==> src/rtl/serial_mul_if.sv <==
// serial_mul_if: handshake/data bundle for the shift-add multiplier.
//   en     : stage enable (low = full stall)
//   clr    : synchronous abort/clear
//   start  : request a new multiply
//   a, b   : signed operands, sampled on the accepted start
//   busy   : multiply in progress
//   valid  : one-cycle pulse, prod just updated
//   prod   : registered signed product
// master = requester side, slave = multiplier side.
interface serial_mul_if #(
    parameter int IWIDTH = 16,
    parameter int OWIDTH = 32
);
    logic                     en;
    logic                     clr;
    logic                     start;
    logic signed [IWIDTH-1:0] a;
    logic signed [IWIDTH-1:0] b;
    logic                     busy;
    logic                     valid;
    logic signed [OWIDTH-1:0] prod;

    modport master (
        output en, clr, start, a, b,
        input  busy, valid, prod
    );

    modport slave (
        input  en, clr, start, a, b,
        output busy, valid, prod
    );
endinterface

==> src/rtl/serial_mul.sv <==
// serial_mul: signed shift-add multiplier, one multiplier bit per enabled
// cycle, LSB first. Feeds the PE accumulator with a registered product and a
// one-cycle valid strobe; one product every IWIDTH+1 cycles.
// Ports:
//   clk   : rising-edge clock
//   rst_n : asynchronous active-low reset
//   bus   : serial_mul_if.slave (en, clr, start, a, b -> busy, valid, prod)
// OWIDTH must be at least 2*IWIDTH; the product is sign-extended to OWIDTH.
module serial_mul #(
    parameter int IWIDTH = 16,
    parameter int OWIDTH = 32
) (
    input  logic         clk,
    input  logic         rst_n,
    serial_mul_if.slave  bus
);
    localparam int PW = 2 * IWIDTH;
    localparam int CW = (IWIDTH > 1) ? $clog2(IWIDTH) : 1;
    localparam logic [CW-1:0] LAST = CW'(IWIDTH - 1);

    typedef enum logic {
        IDLE,
        RUN
    } state_t;

    state_t                   state, state_nxt;
    logic signed [IWIDTH-1:0] a_q, a_nxt;
    logic        [IWIDTH-1:0] b_q, b_nxt;
    logic        [CW-1:0]     cnt_q, cnt_nxt;
    logic signed [PW-1:0]     part_q, part_nxt;
    logic signed [OWIDTH-1:0] prod_q, prod_nxt;
    logic                     valid_q, valid_nxt;

    logic signed [PW-1:0]     term;
    logic signed [PW-1:0]     sum;

    always_ff @(posedge clk or negedge rst_n) begin
        if (!rst_n) begin
            state   <= IDLE;
            a_q     <= '0;
            b_q     <= '0;
            cnt_q   <= '0;
            part_q  <= '0;
            prod_q  <= '0;
            valid_q <= 1'b0;
        end else begin
            state   <= state_nxt;
            a_q     <= a_nxt;
            b_q     <= b_nxt;
            cnt_q   <= cnt_nxt;
            part_q  <= part_nxt;
            prod_q  <= prod_nxt;
            valid_q <= valid_nxt;
        end
    end

    always_comb begin
        state_nxt = state;
        a_nxt     = a_q;
        b_nxt     = b_q;
        cnt_nxt   = cnt_q;
        part_nxt  = part_q;
        prod_nxt  = prod_q;
        valid_nxt = 1'b0;

        // Sign-extended multiplicand weighted by the current bit position.
        // The multiplier's MSB carries negative weight in two's complement,
        // so that step subtracts instead of adding.
        term = PW'(a_q) <<< cnt_q;
        sum  = part_q;
        if (b_q[cnt_q]) begin
            sum = (cnt_q == LAST) ? (part_q - term) : (part_q + term);
        end

        if (bus.clr) begin
            state_nxt = IDLE;
            cnt_nxt   = '0;
            part_nxt  = '0;
            prod_nxt  = '0;
        end else if (bus.en) begin
            case (state)
                IDLE: begin
                    if (bus.start) begin
                        a_nxt     = bus.a;
                        b_nxt     = bus.b;
                        cnt_nxt   = '0;
                        part_nxt  = '0;
                        state_nxt = RUN;
                    end
                end
                RUN: begin
                    part_nxt = sum;
                    cnt_nxt  = cnt_q + CW'(1);
                    if (cnt_q == LAST) begin
                        prod_nxt  = OWIDTH'(sum);
                        valid_nxt = 1'b1;
                        cnt_nxt   = '0;
                        state_nxt = IDLE;
                    end
                end
                default: state_nxt = IDLE;
            endcase
        end
    end

    assign bus.busy  = (state == RUN);
    assign bus.valid = valid_q;
    assign bus.prod  = prod_q;
endmodule

==> src/flat_wrapper.sv <==
// flat-port wrapper written by rule: the top's interface ports become plain ports
module serial_mul_flat 
#(
    parameter int IWIDTH = 16,
    parameter int OWIDTH = 32
)
  (clk, rst_n, bus_en, bus_clr, bus_start, bus_a, bus_b, bus_busy, bus_valid, bus_prod);
  serial_mul_if #(.IWIDTH(IWIDTH), .OWIDTH(OWIDTH)) bus_i ();
  input  logic clk;
  input  logic rst_n;
  input wire logic [$bits(bus_i.en)-1:0] bus_en;
  input wire logic [$bits(bus_i.clr)-1:0] bus_clr;
  input wire logic [$bits(bus_i.start)-1:0] bus_start;
  input wire logic [$bits(bus_i.a)-1:0] bus_a;
  input wire logic [$bits(bus_i.b)-1:0] bus_b;
  output wire logic [$bits(bus_i.busy)-1:0] bus_busy;
  output wire logic [$bits(bus_i.valid)-1:0] bus_valid;
  output wire logic [$bits(bus_i.prod)-1:0] bus_prod;
  assign bus_i.en = bus_en;
  assign bus_i.clr = bus_clr;
  assign bus_i.start = bus_start;
  assign bus_i.a = bus_a;
  assign bus_i.b = bus_b;
  assign bus_busy = bus_i.busy;
  assign bus_valid = bus_i.valid;
  assign bus_prod = bus_i.prod;
  serial_mul #(.IWIDTH(IWIDTH), .OWIDTH(OWIDTH)) u_core (.clk(clk), .rst_n(rst_n), .bus(bus_i));
endmodule
==> config.mk <==
export PLATFORM = sky130hd
export DESIGN_NAME = serial_mul_flat
export DESIGN_NICKNAME = d
export VERILOG_FILES = /design/src/rtl/serial_mul_if.sv /design/src/rtl/serial_mul.sv /design/src/flat_wrapper.sv
export SDC_FILE = /design/constraint.sdc
export NUM_CORES = 1
export LEC_CHECK = 0
export BUFFER_PORTS_ARGS = -buffer_cell sky130_fd_sc_hd__buf_2
export CORE_MARGIN = 5
export CORE_UTILIZATION = 55
export DETAILED_ROUTE_END_ITERATION = 8
export HOLD_SLACK_MARGIN = 0.05
export MAX_ROUTING_LAYER = met4
export PLACE_DENSITY = 0.78
export SYNTH_ARGS = -nofsm -noshare
export SYNTH_HDL_FRONTEND = slang
export SYNTH_SLANG_ARGS = --single-unit
==> constraint.sdc <==
create_clock -name clk -period 5.29 [get_ports clk]
set_clock_uncertainty 0.15 [all_clocks]
set_input_delay 0.2645 -clock clk [delete_from_list [all_inputs] [get_ports clk]]
set_output_delay 0.2645 -clock clk [all_outputs]
set_load 0.1 [all_outputs]
==> flow_metrics.env, run 1 <==
export IMPL_crit_required_ns=5.38
export IMPL_firstDrtPassIters=5
export IMPL_cts_tree="done"
export IMPL_finalNonFillerCells=1165
export IMPL_io_buffers=70
export IMPL_rows=43
export IMPL_hp_class="in2reg"
export IMPL_synth_edff_count=0
export IMPL_dieHeight_um=128.4
export IMPL_period_needed_ns=5.112
export IMPL_finalMaxSlewViolations=0
export IMPL_async_flop_share_pct=100.0
export IMPL_syn_area_um2=7715
export IMPL_placed_cells=1102
export IMPL_preCtsSetupSlack_ns=-0.08774
export IMPL_synth_seq_area_share_pct=33.08
export IMPL_holdPathEnd="u_core.bus.busy$_DFFE_PN0P_"
export IMPL_cts_sinks=102
export IMPL_post_route_util_pct=69.28
export IMPL_layout_nets=1051
export IMPL_design_area_um2=9579
export IMPL_layout_setup_ws_ns=0.1784
export IMPL_tightest_slew_ns=0.9952
export IMPL_finalHoldViolations=0
export IMPL_cp_end_kind="flop"
export IMPL_drc=0
export IMPL_synth_avg_cell_area_um2=9.374
export IMPL_core_area_um2=13830
export IMPL_worst_setup_path_type="reg2reg"
export IMPL_synth_seq_cells=102
export IMPL_min_delay_start="bus_start"
export IMPL_cts_buffers=9
export IMPL_synthDistinctLibCells=73
export IMPL_grt_pass1_vias=6682
export IMPL_max_cap_viol_count=0
export IMPL_clockBufferDepth=2
export IMPL_run_status="finished clean"
export IMPL_cts_root_buf="clkbuf_16"
export IMPL_worstReg2RegEnd="u_core.bus.prod[31]$_DFFE_PN0P_"
export IMPL_clkTransAtPathRegs_ns=0.08
export IMPL_vdd_drop_max_mv=0.2151
export IMPL_final_common_cell="dfrtp_1"
export IMPL_clk_latency_ns=0.36
export IMPL_dpl_cell_area_um2=8666
export IMPL_hold_depth=3
export IMPL_critPathLaunchType="flop"
export IMPL_slew_headroom_pct=33.58
export IMPL_layout_common_cells="dfrtp_1, nand2_1, buf_4"
export IMPL_pin_count=71
export IMPL_htreeDepth=3
export IMPL_final_setup_viol_count=0
export IMPL_synth_nets=894
export IMPL_vias=7112
export IMPL_leakage_nw=4.434
export IMPL_cp_top_family="simple AND/OR/NAND/NOR gates"
export IMPL_critPathMaxStageDelay_ns=0.63
export IMPL_syn_inst=823
export IMPL_grt_pass1_wl_mm=34.19
export IMPL_viasPerCell=6.105
export IMPL_grtUsageTotal_pct=26.49
export IMPL_rsz0062_at_grt="true"
export IMPL_fmax_mhz=195.6
export IMPL_start_util_pct=55.80
export IMPL_yosysWarnings=0
export IMPL_synth_ff_type="dfrtp_1"
export IMPL_drt_iter0_markers=563
export IMPL_r2r_start="u_core.cnt_q[0]$_DFFE_PN0P_"
export IMPL_overflow=0
export IMPL_post_route_period_util_pct=96.63
export IMPL_antenna_cells=0
export IMPL_avgRoutedWirePerCell_um=18.41
export IMPL_cp_slowest_cell="mux4_1"
export IMPL_reg2reg_slack_ns=0.18
export IMPL_grt_max_degree=53
export IMPL_reg2reg_depth=20
export IMPL_grt_antenna_before_repair=0
export IMPL_path_cells="buf_4 > mux4_1 > inv_1 > mux4_2 > nand4_1 > or3_4 > nor4_4 > buf_4 > nand2_1 > o22a_1 > ha_1 > nand3_1 > nor3_2 > and3_1 > a22oi_2 > a31oi_2 > o22ai_2 > and3b_1 > nor4bb_1 > o211ai_1"
export IMPL_path_depth=20
export IMPL_worstPathMaxFanout=6
export IMPL_dp_hpwl_mm=15.33
export IMPL_ant_nets=0
export IMPL_power_total_mw=2.884
export IMPL_power_density_nw_per_um2=301.1
export IMPL_layout_drive_gt1_share_pct=27.51
export IMPL_die_x_um=128.4
export IMPL_crit_top_cell="buf_4"
export IMPL_gp_congestion=0.9609
export IMPL_area_delta_synth_final_pct=24.16
export IMPL_dieArea_um2=16500
export IMPL_crit_buf_inv=3
export IMPL_drt_wl_total_mm=21.45
export IMPL_crit_arrival_ns=5.20
## cells in the mapped netlist, types with 4 or more instances
library cell | n | share of area, %
nand3_1 | 11 | 0.71
a21oi_1 | 51 | 3.3
nand2b_1 | 11 | 0.89
nor2_1 | 51 | 2.5
o211ai_1 | 7 | 0.68
nand3b_1 | 4 | 0.39
a22o_1 | 19 | 2.2
o31ai_1 | 5 | 0.49
nand2_1 | 93 | 4.5
mux4_2 | 10 | 2.9
or3_1 | 7 | 0.57
o21a_1 | 12 | 1.2
a211o_1 | 4 | 0.45
and2_1 | 5 | 0.41
dfrtp_1 | 102 | 33
mux2i_1 | 33 | 4.3
xor2_1 | 21 | 2.4
inv_1 | 20 | 0.97
clkbuf_1 | 30 | 1.5
ha_1 | 33 | 5.4
nor3_1 | 10 | 0.65
xnor2_1 | 29 | 3.3
buf_1 | 6 | 0.29
nor3b_1 | 4 | 0.39
o22ai_1 | 4 | 0.32
buf_2 | 5 | 0.32
nor2b_1 | 12 | 0.97
o21ai_0 | 70 | 4.5
mux4_1 | 8 | 2.7
o221ai_1 | 4 | 0.45
a211oi_1 | 8 | 0.78
a31oi_1 | 9 | 0.73
mux2_2 | 43 | 6.3
a21o_1 | 17 | 1.7
a32oi_1 | 8 | 0.91
## worst max-delay path by stage
stage	slack, ns	from	end
finish	0.18	u_core.cnt_q[0]$_DFFE_PN0P_	u_core.bus.prod[31]$_DFFE_PN0P_
global route	-0.13	u_core.cnt_q[0]$_DFFE_PN0P_	u_core.bus.prod[31]$_DFFE_PN0P_
CTS	0.03	u_core.cnt_q[0]$_DFFE_PN0P_	u_core.part_q[28]$_DFFE_PN0P_
detailed placement	-0.09	u_core.cnt_q[0]$_DFFE_PN0P_	u_core.part_q[31]$_DFFE_PN0P_
global placement	0.006	u_core.cnt_q[0]$_DFFE_PN0P_	u_core.part_q[28]$_DFFE_PN0P_
floorplan	0.16	u_core.cnt_q[0]$_DFFE_PN0P_	u_core.part_q[31]$_DFFE_PN0P_
## layer usage
metal / GRT usage [%] / routed length, µm
met4: 8.115 / 452
met3: 3.611 / 1344
met1: 36.74 / 9636
met5: - / 0
met2: 40.58 / 10020
## power breakdown
part	switching, mW	internal (mW)
Clock	0.323	0.377
Sequential	0.0716	0.852
Combinational	0.699	0.561
## area by class of cell
type,count,area (µm²)
multi-input combinational,657,5054
fill,1034,4248
sequential,102,2554
timing repair buffer,189,1353
clock buffer,9,225.2
tap,180,225.2
clock inverter,7,90.09
inverter,21,78.83
## through the flow
stage               hold WS, ns  setup TNS (ns)
detailed placement       0.1845         -0.3314
CTS                     0.05353               0
global placement         0.1844               0
finish                  0.05975               0
floorplan               -0.1811               0
global route             0.1060         -0.3542
## worst register-to-register path, stage by stage, from the launching register on
cell and delay (ns):
dfrtp_2 0.42, buf_4 0.18, mux4_1 0.63, inv_1 0.14, mux4_2 0.27, nand4_1 0.14, or3_4 0.39, nor4_4 0.33
buf_4 0.21, nand2_1 0.08, o22a_1 0.20, ha_1 0.29, nand3_1 0.09, nor3_2 0.23, and3_1 0.19, a22oi_2 0.06
a31oi_2 0.22, o22ai_2 0.15, and3b_1 0.21, nor4bb_1 0.28, o211ai_1 0.13
## kinds of logic after synthesis
logic type	after synthesis	synth area share, %
XOR/XNOR	50	5.676
adder cells (fa/ha/maj)	34	5.611
AO/OA/AOI/OAI	249	21.62
flip-flops	102	33.08
AND/OR/NAND/NOR	230	14.30
multiplexers	94	16.20
buffers and inverters	64	3.503
## timing repair
item | CTS | global route
resized for setup | 1 | 45
buffers inserted | 0 | 14
endpoints found under the setup margin | 7 | 20
hold buffers | 33 | 0
endpoints found under the hold margin | 83 | 0
pin swaps | 0 | 20
## state kept, by name, summed over array words and instances, names as in the netlist
register and cells:
u_core.part_q 32, u_core.bus.busy 1, u_core.a_q 16, u_core.b_q 16, u_core.bus.prod 32, u_core.cnt_q 4
u_core.bus.valid 1
Power figures use the tool's default switching activity.
==> run 2, diff against run 1 <==
--- a/config.mk
+++ b/config.mk
@@ -5,6 +5,7 @@
 export SDC_FILE = /design/constraint.sdc
 export NUM_CORES = 1
 export LEC_CHECK = 0
+export ABC_AREA = 1
 export BUFFER_PORTS_ARGS = -buffer_cell sky130_fd_sc_hd__buf_2
 export CORE_MARGIN = 5
 export CORE_UTILIZATION = 55
==> run 2 against run 1 <==
Highest routed layer unchanged. First-iteration DRC count fell by 19%. Hold slack improved by 0.10 ns. Total power barely moved. Flip-flop and latch count did not move.
==> flow_metrics.env, run 2 <==
export IMPL_synth_area_leader_cell="dfrtp_1"
export IMPL_core_area_um2=13770
export IMPL_io_buffers=70
export IMPL_power_density_nw_per_um2=328.0
export IMPL_grt_max_degree=53
export IMPL_firstDrtPassIters=6
export IMPL_clkPwrFrac_pct=24.5
export IMPL_clk_latency_ns=0.37
export IMPL_yosysTopAreaCellShare_pct=33.28
export IMPL_slew_headroom_pct=34.49
export IMPL_dieArea_um2=16400
export IMPL_synth_seq_cells=102
export IMPL_leakage_nw=4.429
export IMPL_vdd_drop_max_mv=0.2396
export IMPL_syn_area_um2=7669
export IMPL_reg2reg_depth=24
export IMPL_layout_nets=1246
export IMPL_worst_setup_path_type="reg2reg"
export IMPL_synth_seq_area_share_pct=33.28
export IMPL_reg2reg_slack_ns=0.51
export IMPL_dieHeight_um=128.1
export IMPL_finalNonFillerCells=1360
export IMPL_period_needed_ns=4.780
export IMPL_p_int_mw=1.655
export IMPL_crit_required_ns=5.42
export IMPL_avgRoutedWirePerCell_um=15.23
export IMPL_final_common_cell="nand2_1"
export IMPL_holdPathEnd="u_core.part_q[2]$_DFFE_PN0P_"
export IMPL_synth_edff_count=0
export IMPL_synth_area_leaders="dfrtp_1, nand2_1, o21ai_0"
export IMPL_cts_root_buf="clkbuf_16"
export IMPL_cp_end_kind="flop"
export IMPL_async_flop_share_pct=100.0
export IMPL_area_delta_synth_final_pct=14.68
export IMPL_drt_iter0_markers=454
export IMPL_fin_tns_setup_ns=0
export IMPL_placed_cells=1310
export IMPL_p_sw_mw=1.229
export IMPL_layout_common_cells="nand2_1, o21ai_0, dfrtp_1"
export IMPL_finalHoldViolations=0
export IMPL_pin_count=71
export IMPL_r2r_start="u_core.cnt_q[2]$_DFFE_PN0P_"
export IMPL_yosysWarnings=0
export IMPL_start_util_pct=55.68
export IMPL_dp_hpwl_mm=15.48
export IMPL_synth_ff_type="dfrtp_1"
export IMPL_post_synth_top_count_cell="nand2_1"
export IMPL_critPathLaunchType="flop"
export IMPL_die_x_um=128.1
export IMPL_run_status="finished clean"
export IMPL_final_setup_viol_count=0
export IMPL_grt_pass1_vias=7317
export IMPL_post_cts_buffers=0
export IMPL_synth_commonest_cells="nand2_1, o21ai_0, dfrtp_1"
export IMPL_tightest_slew_ns=0.9767
export IMPL_cts_resized=0
export IMPL_layout_drive_gt1_share_pct=14.24
export IMPL_fill_cells=1294
export IMPL_clockBufferDepth=2
export IMPL_layout_setup_ws_ns=0.5096
export IMPL_syn_inst=1089
export IMPL_synthDistinctLibCells=49
export IMPL_post_route_period_util_pct=90.37
export IMPL_overflow=0
export IMPL_grt_pass1_wl_mm=35.28
export IMPL_cts_buffers=9
export IMPL_grtUsageTotal_pct=27.19
export IMPL_rsz0062_at_grt="false"
export IMPL_hold_depth=4
export IMPL_crit_arrival_ns=4.91
export IMPL_fmax_mhz=209.2
export IMPL_p_sw_share_pct=42.62
export IMPL_clkTransAtPathRegs_ns=0.08
export IMPL_cts_sinks=102
export IMPL_viasPerCell=5.546
export IMPL_htreeDepth=3
export IMPL_hp_class="in2reg"
export IMPL_ant_nets=0
export IMPL_synth_avg_cell_area_um2=7.042
export IMPL_min_delay_start="bus_clr"
export IMPL_gp_congestion=0.9562
export IMPL_worstPathMaxFanout=22
export IMPL_synth_nets=1160
export IMPL_rows=43
export IMPL_share_seq_of_total_power_pct=32.2
export IMPL_drc=0
export IMPL_cts_tree="done"
export IMPL_postCtsHoldBufs=34
export IMPL_worstReg2RegEnd="u_core.bus.prod[25]$_DFFE_PN0P_"
export IMPL_finalMaxSlewViolations=0
export IMPL_grt_antenna_before_repair=0
export IMPL_preCtsSetupSlack_ns=0.5738
export IMPL_combPwrFrac_pct=43.3
export IMPL_drt_wl_total_mm=20.72
export IMPL_antenna_cells=0
export IMPL_vias=7543
export IMPL_post_route_util_pct=63.85
export IMPL_max_cap_viol_count=0
## run 2: power groups by stage
| stage | sequential [mW] | combinational [mW] | clock [mW] |
|---|---|---|---|
| 2_1_floorplan | 1.03 | 0.854 | 0 |
| 3_3_place_gp | 0.940 | 1.20 | 0 |
| 6_report | 0.929 | 1.25 | 0.705 |
| 4_1_cts | 0.927 | 1.24 | 0.714 |
| 3_5_place_dp | 0.942 | 1.21 | 0 |
| 5_1_grt | 0.940 | 1.41 | 0.741 |
## run 2: how the worst max path moves through the flow
stage / slack [ns] / cells after the start / from / endpoint
2_1_floorplan: 1.53 / 30 / u_core.cnt_q[0]$_DFFE_PN0P_ / u_core.part_q[28]$_DFFE_PN0P_
3_3_place_gp: 0.69 / 24 / u_core.cnt_q[2]$_DFFE_PN0P_ / u_core.bus.prod[25]$_DFFE_PN0P_
3_5_place_dp: 0.57 / 24 / u_core.cnt_q[2]$_DFFE_PN0P_ / u_core.bus.prod[25]$_DFFE_PN0P_
4_1_cts: 0.54 / 24 / u_core.cnt_q[2]$_DFFE_PN0P_ / u_core.bus.prod[25]$_DFFE_PN0P_
5_1_grt: 0.13 / 28 / u_core.cnt_q[2]$_DFFE_PN0P_ / u_core.bus.prod[30]$_DFFE_PN0P_
6_report: 0.51 / 24 / u_core.cnt_q[2]$_DFFE_PN0P_ / u_core.bus.prod[25]$_DFFE_PN0P_
## run 2: layer usage
metal  global-route usage, %  up-vias  share of wire (%)
met5                       -        -                  0
met3                   4.542       25                4.9
li1                        -     3802                  -
met4                   7.054        0                2.1
met1                   35.77     3499                 45
met2                   43.90      217                 47
## run 2: cell families (layout without fill, tap and decap cells)
kind of cell,count (synthesis),in the layout,share of synthesized area (%)
xor+xnor,32,32,3.753
flops,102,102,33.28
simple gates,546,546,30.38
buf+inv,130,221,6.804
fa+ha+maj,34,34,5.645
mux,31,31,4.552
compound gates,214,214,15.58
## run 2: stage by stage
stage	power (mW)	hold WS (ns)	instance area (µm²)
final	2.884	0.1608	8795
after global placement	2.136	0.1755	8149
after global routing	3.088	0.1937	8795
after floorplan	1.883	-0.1811	7669
after detailed placement	2.155	0.1777	8149
after CTS	2.878	0.1645	8795
## run 2: final cells by class
cell class              count  area (µm²)  share of cell area, %
multi-input cells         857        4594                  52.24
clock buffers               9       225.2                  2.561
inverters                  89       334.1                  3.799
flip-flops and latches    102        2552                  29.02
well taps                 180       225.2                  2.561
clock inverters             7       80.08                 0.9105
repair buffers            116       783.3                  8.906
## run 2: worst max-delay path, cell delays in order, from the launching register on
cell,delay [ns]
dfrtp_1,0.51
inv_1,0.40
nand4_1,0.29
ha_1,0.21
nand3_1,0.12
nor2_2,0.15
nand3_2,0.12
nor2_4,0.12
nand2_2,0.08
nor2_2,0.11
inv_2,0.06
nor2_4,0.10
nand2_1,0.09
nand2_2,0.10
xor2_1,0.20
ha_1,0.31
a21oi_1,0.24
nor2_1,0.06
nor2_1,0.12
a21boi_0,0.24
o211ai_1,0.20
and2_1,0.18
o21ai_0,0.21
o211ai_1,0.15
o21ai_0,0.18
